### config.mk
export PLATFORM = sky130hd
export DESIGN_NAME = comp_conv_pipe
export DESIGN_NICKNAME = d
export VERILOG_FILES = /design/src/rtl/comp_conv_pipe.sv
export SDC_FILE = /design/constraint.sdc
export NUM_CORES = 1
export LEC_CHECK = 0
export BUFFER_PORTS_ARGS = -buffer_cell sky130_fd_sc_hd__buf_2
export CAP_MARGIN = 10
export CORE_MARGIN = 5
export CORE_UTILIZATION = 35
export CTS_CLUSTER_SIZE = 24
export DETAILED_ROUTE_END_ITERATION = 8
export GPL_TIMING_DRIVEN = 0
export PLACE_DENSITY_LB_ADDON = 0.05
export SLEW_MARGIN = 20
export SYNTH_ARGS = -nofsm -noshare
export SYNTH_HDL_FRONTEND = slang
export SYNTH_SLANG_ARGS = --single-unit
### constraint.sdc
create_clock -name clk -period 1.9 [get_ports clk]
set_input_delay 0.19 -clock clk [delete_from_list [all_inputs] [get_ports clk]]
set_output_delay 0.19 -clock clk [all_outputs]
set_load 0.03 [all_outputs]
### src/rtl/comp_conv_pipe.sv
// comp_conv_pipe: 2-stage streaming sign-magnitude <-> two's-complement converter
// with valid/ready backpressure, unrepresentable-case flags and a saturating ovf counter.
module comp_conv_pipe #(
    parameter int W  = 8,
    parameter int CW = 16
) (
    input  logic          clk,
    input  logic          rst,
    input  logic          in_valid,
    output logic          in_ready,
    input  logic          in_mode,
    input  logic [W-1:0]  in_data,
    output logic          out_valid,
    input  logic          out_ready,
    output logic [W-1:0]  out_data,
    output logic          out_ovf,
    output logic          out_negz,
    output logic [CW-1:0] ovf_cnt
);
    logic         s1_v;
    logic         s1_mode;
    logic [W-1:0] s1_d;
    logic         s1_adv;
    logic         s2_adv;
    logic         sign;
    logic         zmag;
    logic [W-2:0] mag;
    logic [W-2:0] neg;
    logic [W-1:0] conv;

    assign s2_adv   = !out_valid || out_ready;
    assign s1_adv   = !s1_v || s2_adv;
    assign in_ready = s1_adv;

    // Both directions negate the low W-1 bits; only the zero-magnitude case differs.
    always_comb begin
        sign = s1_d[W-1];
        mag  = s1_d[W-2:0];
        zmag = mag == '0;
        neg  = ~mag + (W-1)'(1);
        conv = !sign ? s1_d : zmag ? (s1_mode ? '1 : '0) : {1'b1, neg};
    end

    always_ff @(posedge clk or posedge rst) begin
        if (rst) begin
            s1_v    <= 1'b0;
            s1_mode <= 1'b0;
            s1_d    <= '0;
        end else if (s1_adv) begin
            s1_v <= in_valid;
            if (in_valid) begin
                s1_mode <= in_mode;
                s1_d    <= in_data;
            end
        end
    end

    always_ff @(posedge clk or posedge rst) begin
        if (rst) begin
            out_valid <= 1'b0;
            out_data  <= '0;
            out_ovf   <= 1'b0;
            out_negz  <= 1'b0;
        end else if (s2_adv) begin
            out_valid <= s1_v;
            if (s1_v) begin
                out_data <= conv;
                out_ovf  <= s1_mode && sign && zmag;
                out_negz <= !s1_mode && sign && zmag;
            end
        end
    end

    always_ff @(posedge clk or posedge rst) begin
        if (rst) ovf_cnt <= '0;
        else if (out_valid && out_ready && out_ovf && !(&ovf_cnt)) ovf_cnt <= ovf_cnt + CW'(1);
    end
endmodule
==> results of run 1 <==
## layout make-up
| type | instances | area [µm²] | area share, % |
|---|---|---|---|
| Timing Repair Buffer | 51 | 305 | 13.2 |
| Tap cell | 67 | 83.8 | 3.63 |
| Sequential cell | 37 | 928 | 40.2 |
| Clock buffer | 8 | 90.1 | 3.90 |
| Inverter | 5 | 18.8 | 0.812 |
| Multi-Input combinational cell | 113 | 877 | 38.0 |
| Buffer | 2 | 7.51 | 0.325 |
## how the worst max path moves through the flow
stage / startpoint / end / slack, ns
after floorplan: s1_d[1]$_DFFE_PP0P_ / out_data[1]$_DFFE_PP0P_ / -0.06
after global placement: s1_d[0]$_DFFE_PP0P_ / out_data[3]$_DFFE_PP0P_ / -0.21
after detailed placement: s1_d[0]$_DFFE_PP0P_ / out_data[1]$_DFFE_PP0P_ / -0.25
after CTS: s1_d[0]$_DFFE_PP0P_ / out_data[2]$_DFFE_PP0P_ / -0.17
after global routing: s1_d[1]$_DFFE_PP0P_ / out_data[4]$_DFFE_PP0P_ / -0.14
final: s1_d[1]$_DFFE_PP0P_ / out_data[4]$_DFFE_PP0P_ / -0.09
## critical path, cell delays in order, from the launching register on
cell and delay, ns:
dfrtp_1 0.39, inv_2 0.08, ha_4 0.13, or3b_4 0.37, or3_4 0.35, o311ai_4 0.29, buf_4 0.19, o221ai_2 0.08
## synthesized netlist by cell type (2+ instances only)
library cell,count
a21oi_1,5
a31oi_1,3
and2_1,2
and3_1,2
and4_1,3
clkbuf_1,2
dfrtp_1,37
ha_1,2
inv_1,5
mux2_2,12
nand2_1,16
nand2b_1,4
nand3_1,6
nand4_1,4
nor2_1,9
nor3_1,3
nor4_1,4
o21ai_0,4
o221ai_1,4
xnor2_1,6
xor2_1,7
## cell families (layout without fill, tap and decap cells)
family	Yosys count	after routing	share of synthesized area (%)
buffers and inverters	7	66	1.49
AOI/OAI and AO/OA	24	24	10.2
adders and majority gates	2	2	1.42
xor gates and xnor gates	13	13	6.44
DFF	37	37	52.4
muxes	12	12	7.65
and+or+nand+nor	62	62	20.4
## where the power goes
part / internal (mW) / switching, mW
clock network: 0.296 / 0.259
registers: 0.869 / 0.0783
logic: 0.187 / 0.274
total: 1.35 / 0.611
## flip-flops by register name, summed over array words and instances (netlist names)
name       flops
out_data       8
out_negz       1
s1_v           1
s1_d           8
out_ovf        1
s1_mode        1
out_valid      1
ovf_cnt       16
## routing by layer
metal | track usage (%) | vias up | wire length, µm
li1 | - | 699 | -
met3 | 3.55 | 7 | 167
met4 | 5.07 | 0 | 64
met2 | 22.4 | 29 | 2040
met1 | 14.5 | 689 | 1680
met5 | 0 | - | 0
## placed cells by master (no fill, tap or decap), types with 2 or more instances in the layout
cell type / synthesis / routed
dfrtp_2: 0 / 2
nand3_1: 6 / 5
and4_1: 3 / 3
nor3_1: 3 / 2
xnor2_1: 6 / 6
buf_2: 0 / 40
mux2_2: 12 / 12
nand2_1: 16 / 16
inv_1: 5 / 2
nor2_1: 9 / 8
clkbuf_8: 0 / 6
buf_4: 0 / 7
nor4_1: 4 / 3
dfrtp_1: 37 / 35
o21ai_0: 4 / 4
a21oi_1: 5 / 5
inv_2: 0 / 3
o221ai_2: 0 / 3
and2_1: 2 / 2
nand4_1: 4 / 4
nand2b_1: 4 / 4
buf_6: 0 / 2
and3_1: 2 / 2
a31oi_1: 3 / 2
xor2_1: 7 / 7
clkbuf_1: 2 / 4
## timing repair
action / in CTS / in global routing
hold buffers: 1 / 0
resized for setup: 6 / 9
endpoints found under the setup margin: 9 / 11
buffers inserted: 7 / 2
pin swaps: 9 / 6
endpoints found under the hold margin: 9 / 0
==> metrics.md, run 1 <==
| Metric | Value |
|---|---|
| Port buffer count | `40` |
| Design Area, Final | `~2300 µm²` |
| Crit Path Class | `flop to flop` |
| Final worst setup slack | `-0.0920 ns` |
| First-pass GRT wire length | `roughly 6.5 mm` |
| Clock Latency Late Sink | `~0.28 ns` |
| Distinct cells, synth | `38` |
| Register area share after synthesis | `between 50 and 60%` |
| Largest net degree at the start of global routing | `29` |
| Syn nets | `172` |
| Floorplan core area | `4820 µm²` |
| Cell count of the worst hold path | `2` |
| Setup tns final | `-0.339 ns` |
| Synthesized flop and latch total | `37` |
| Failing checks | `negative setup slack` |
| CTS H-tree lvls | `2` |
| Hold EP | `s1_v$_DFFE_PP0P_` |
| Worst setup SP type | `flop` |
| Ys async rst share | `100%` |
| Worst vdd ir | `around 0.0006 V` |
| # placed instances | `between 200 and 300` |
| Worst min-delay path class | `primary input to flop` |
| PD cells | `around 850 nW/µm²` |
| CTS tree | `done` |
| FILL cells | `484` |
| Clk sinks | `37` |
| Die footprint | `6570 µm²` |
| Detail Route Antenna Nets | `0` |
| Achievable frequency | `0.502 GHz` |
| Rows | `25` |
| First-pass DRT Iterations | `4` |
| Largest cells by area after synthesis | `dfrtp_1, mux2_2, xor2_1, nand2_1, xnor2_1` |
| GRT Util Overall | `between 10% and 20%` |
| RSZ-0062 raised after global routing | `yes` |
| GRT overflow | `0` |
| Initial antenna violation count | `0` |
| Synth Instances | `between 150 and 200` |
| Arr. time, crit path | `2.15 ns` |
| Worst Path Required | `2.06 ns` |
| Post-Layout Cell Count | `about 280` |
| Total power | `1.96 mW` |
| Final period utilization | `105%` |
| Ys flop type | `dfrtp_1` |
| Max Cap Viol | `0` |
| Clock root buffer | `clkbuf_8` |
| Post-Syn Area | `1770 µm²` |
| Hpwl dp | `roughly 2.9 mm` |
| RR Endpoint | `out_data[4]$_DFFE_PP0P_` |
| Starting DRT DRC Count | `42` |
| CP Capture Type | `flop` |
| Worst-Margin Slew | `between 0.4 and 0.5 ns` |
| Antenna diode count | `0` |
| Vias in the first global route | `roughly 1400` |
| Final hold vios | `0` |
| Nets@finish | `230` |
| Clock skew | `0.00793 ns` |
| Area share of the largest cell type after synthesis | `52.4%` |
| Outcome | `complete, but fails checks` |
| Top Ports | `just over 40` |
| Max-slew headroom | `69.3%` |
| Remaining DRCs | `0` |
| YS warnings | `0` |
| Share of cells above drive strength 1 | `between 40% and 50%` |
| Max clock buf depth | `2` |
| CTS buffer count | `5` |
| Placed cell area | `~2100 µm²` |
| Flop-to-flop setup slack | `-0.09 ns` |
| DR vias/cell | `around 5.0` |
| Horiz. Die Dim | `slightly above 80 µm` |
| Crit path time final | `~2 ns` |
| Worst hold margin | `between 0.1 and 0.15 ns` |
| Max Transition Viols Final | `0` |
| Die Y | `~81 µm` |
| Avg Cell Area, Syn | `around 11 µm²` |
| FF-to-FF path depth | `7` |
| Cell taking the most area after synthesis | `dfrtp_1` |
| Clk slew on worst S/H paths | `0.07 ns` |
| Synth-to-Final Area Change | `30.8%` |
| DR WL/cell | `around 14 µm` |
| Pre-CTS setup slack | `-0.251 ns` |
| Final Core Density | `a little under half` |
| Post-synth EDFFs | `0` |
| Drt total wl | `approximately 4 mm` |
| HP Start | `in_valid` |
| Vias post-DR | `roughly 1400` |
| Final Setup Violations | `6` |
| Worst-path fanout max | `3` |
| Leak | `~1.1 nW` |
| Initial Util | `between 30% and 40%` |
| Worst flop-to-flop path startpoint | `s1_d[1]$_DFFE_PP0P_` |
| Final RePlAce weighted congestion | `between 0.8 and 0.9` |
(Power assumes the default switching activity.)
==> run 2, diff against run 1 <==
--- a/config.mk
+++ b/config.mk
@@ -5,6 +5,7 @@
 export SDC_FILE = /design/constraint.sdc
 export NUM_CORES = 1
 export LEC_CHECK = 0
+export ABC_AREA = 0
 export BUFFER_PORTS_ARGS = -buffer_cell sky130_fd_sc_hd__buf_2
 export CAP_MARGIN = 10
 export CORE_MARGIN = 5
==> constraint.sdc (replaced) <==
create_clock -name clk -period 2.4 [get_ports clk]
set_input_delay 0.24 -clock clk [delete_from_list [all_inputs] [get_ports clk]]
set_output_delay 0.24 -clock clk [all_outputs]
set_load 0.03 [all_outputs]
==> metrics.md, run 2 (synthesis gave the netlist of run 1 again) <==
| Metric | Value |
|---|---|
| Worst-Margin Slew | `0.532 ns (was 0.460 ns)` |
| Multi-input logic area | `815 µm² (was 877 µm²)` |
| GRT Util Overall | `12.7% (about the same)` |
| Initial Util | `36.7% (unchanged)` |
| Final Setup Violations | `0 (was 6)` |
| Max Cap Viol | `0 (unchanged)` |
| CTS H-tree lvls | `2 (unchanged)` |
| Most frequent cells in the layout | `buf_2, dfrtp_1, nand2_1 (unchanged)` |
| Worst-path fanout max | `6 (was 3)` |
| Storage cell area | `926 µm² (was 928 µm²)` |
| Horiz. Die Dim | `81.0 µm (unchanged)` |
| Top reg by flops | `ovf_cnt (unchanged)` |
| Port buffer count | `40 (unchanged)` |
| FILL cells | `496 (was 484)` |
| GRT overflow | `0 (unchanged)` |
| Arr. time, crit path | `2.29 ns (was 2.15 ns)` |
| Outcome | `completed (was complete, but fails checks)` |
| Comb pwr share | `21.1% (was 23.5%)` |
| Crit. Startpoint | `s1_d[1]$_DFFE_PP0P_ (unchanged)` |
| PD cells | `689 nW/µm² (was 849 nW/µm²)` |
| Clk sinks | `37 (unchanged)` |
| Antenna diode count | `0 (unchanged)` |
| Share of cells above drive strength 1 | `31.6% (was 40.7%)` |
| CP Capture Type | `flop (unchanged)` |
| RSZ-0062 raised after global routing | `no (was yes)` |
| Detail Route Antenna Nets | `0 (unchanged)` |
| Int Pwr | `1.03 mW (was 1.35 mW)` |
| Crit-path cells | `inv_1, ha_1, or3b_4, or3_4, o311ai_4, o221ai_1 (was inv_2, ha_4, or3b_4, or3_4, o311ai_4, buf_4, o221ai_2)` |
| Final hold vios | `0 (unchanged)` |
| Max-slew headroom | `64.2% (was 69.3%)` |
| Sw Ratio | `30.9% (was 31.1%)` |
| CTS Hold Bufs | `1 (unchanged)` |
| # placed instances | `265 (unchanged)` |
| Hpwl dp | `2.88 mm (was 2.89 mm)` |
| Max Transition Viols Final | `0 (unchanged)` |
| Crit Path Class | `flop to flop (unchanged)` |
| CP Buf/Inv Count | `1 (was 2)` |
| Remaining DRCs | `0 (unchanged)` |
| First-pass GRT wire length | `6.44 mm (was 6.47 mm)` |
| Worst min-delay path class | `primary input to flop (unchanged)` |
| Vias post-DR | `1371 (was 1424)` |
| CTS tree | `done (unchanged)` |
| Reg power frac | `50.1% (was 48.3%)` |
| Final period utilization | `89.6% (was 105%)` |
| Initial antenna violation count | `0 (unchanged)` |
| CP max stage cell | `dfrtp_1 (unchanged)` |
| Nets@finish | `221 (was 230)` |
| Top Registers | `ovf_cnt (16), out_data (8), s1_d (8) (unchanged)` |
| Floorplan core area | `4820 µm² (unchanged)` |
| Slowest stage delay, CP | `0.43 ns (was 0.39 ns)` |
| Worst vdd ir | `0.000323 V (was 0.000608 V)` |
| DR WL/cell | `13.8 µm (was 14.0 µm)` |
| Largest register FFs | `16 (unchanged)` |
| Setup tns final | `0 ns (was -0.339 ns)` |
| Clk slew on worst S/H paths | `0.07 ns (about the same)` |
| Postcts setup bufs | `0 (was 7)` |
| Final worst setup slack | `0.249 ns (was -0.0920 ns)` |
| Clock power frac | `28.9% (was 28.3%)` |
| Crit path time final | `2.15 ns (was 1.99 ns)` |
| Starting DRT DRC Count | `40 (was 42)` |
| Worst setup SP type | `flop (unchanged)` |
| Max clock buf depth | `2 (unchanged)` |
| Post-Layout Cell Count | `273 (was 283)` |
| Largest net degree at the start of global routing | `22 (was 29)` |
| Post-CTS sizing | `0 (was 6)` |
| First-pass DRT Iterations | `4 (unchanged)` |
| Worst flop-to-flop path startpoint | `s1_d[1]$_DFFE_PP0P_ (unchanged)` |
| Pre-CTS setup slack | `0.248 ns (was -0.251 ns)` |
| DR vias/cell | `5.02 (was 5.03)` |
| Kind of cell adding the most delay to the critical path | `simple AND/OR/NAND/NOR gates (unchanged)` |
| Leak | `1.05 nW (was 1.09 nW)` |
| Sw power | `0.463 mW (was 0.611 mW)` |
| Clock Latency Late Sink | `0.28 ns (about the same)` |
| Top Ports | `41 (unchanged)` |
| Clock skew | `0.00412 ns (was 0.00793 ns)` |
| Synth-to-Final Area Change | `23.1% (was 30.8%)` |
| Final RePlAce weighted congestion | `0.783 (was 0.808)` |
| CTS buffer count | `5 (unchanged)` |
| HP Start | `in_valid (unchanged)` |
| Achievable frequency | `0.465 GHz (was 0.502 GHz)` |
| Die footprint | `6570 µm² (unchanged)` |
| Drt total wl | `3.78 mm (was 3.95 mm)` |
| Die Y | `81.0 µm (unchanged)` |
| Most common cell after layout, fill and taps aside | `buf_2 (unchanged)` |
| Vias in the first global route | `1384 (was 1372)` |
| Clock root buffer | `clkbuf_8 (unchanged)` |
| Worst Path Required | `2.54 ns (was 2.06 ns)` |
| Final Core Density | `45.1% (was 48.0%)` |
| Rows | `25 (unchanged)` |
-- run 2: cell types whose count changed in the layout (fill, tap and decap cells not counted), moves of 2 or more --
cell and change:
buf_4 -7, o221ai_1 +3, o221ai_2 -3, buf_6 -2, dfrtp_1 +2, dfrtp_2 -2, inv_1 +2, inv_2 -2
-- run 2: final cells by class --
class | instances | share of cell area, %
inverter | 5 | 0.863
clock buffer | 7 | 3.97
timing repair buffer | 42 | 10.9
sequential | 37 | 42.6
tap | 67 | 3.85
multi-input combinational | 113 | 37.5
buffer | 2 | 0.345
-- run 2: worst paths after layout --
check / to / slack [ns] / cells past startpoint
max: out_data[1]$_DFFE_PP0P_ / 0.25 / 6
min: s1_v$_DFFE_PP0P_ / 0.16 / 2
max reg2reg: out_data[1]$_DFFE_PP0P_ / 0.25 / 6
min reg2reg: out_data[7]$_DFFE_PP0P_ / 0.48 / 2
max in group asynchronous: ovf_cnt[11]$_DFFE_PP0P_ / 1.48 / 4
min in group asynchronous: out_data[5]$_DFFE_PP0P_ / 0.48 / 3
-- run 2: power by group through the flow --
| stage | logic, mW | registers [mW] | clock network (mW) |
|---|---|---|---|
| after floorplan | 0.144 | 0.833 | 0 |
| after global placement | 0.309 | 0.760 | 0 |
| after detailed placement | 0.320 | 0.763 | 0 |
| after CTS | 0.323 | 0.751 | 0.451 |
| after global routing | 0.346 | 0.759 | 0.475 |
| final | 0.316 | 0.750 | 0.432 |
-- run 2: metrics by stage --
step	cell area, µm²	hold WS [ns]	power [mW]
after global routing	2170	0.172	1.58
after floorplan	1770	0.348	0.976
after global placement	2050	0.446	1.07
after detailed placement	2080	0.256	1.08
final	2170	0.161	1.50
after CTS	2170	0.156	1.52
-- run 2: per-layer routing --
metal | part of all wire (%) | vias to the layer above | wire (µm) | track usage (%)
li1 | - | 674 | - | -
met1 | 45 | 666 | 1680 | 14.7
met2 | 50 | 25 | 1900 | 22.5
met3 | 4.0 | 6 | 152 | 3.33
met4 | 1.1 | 0 | 40 | 4.56
met5 | 0 | - | 0 | 0
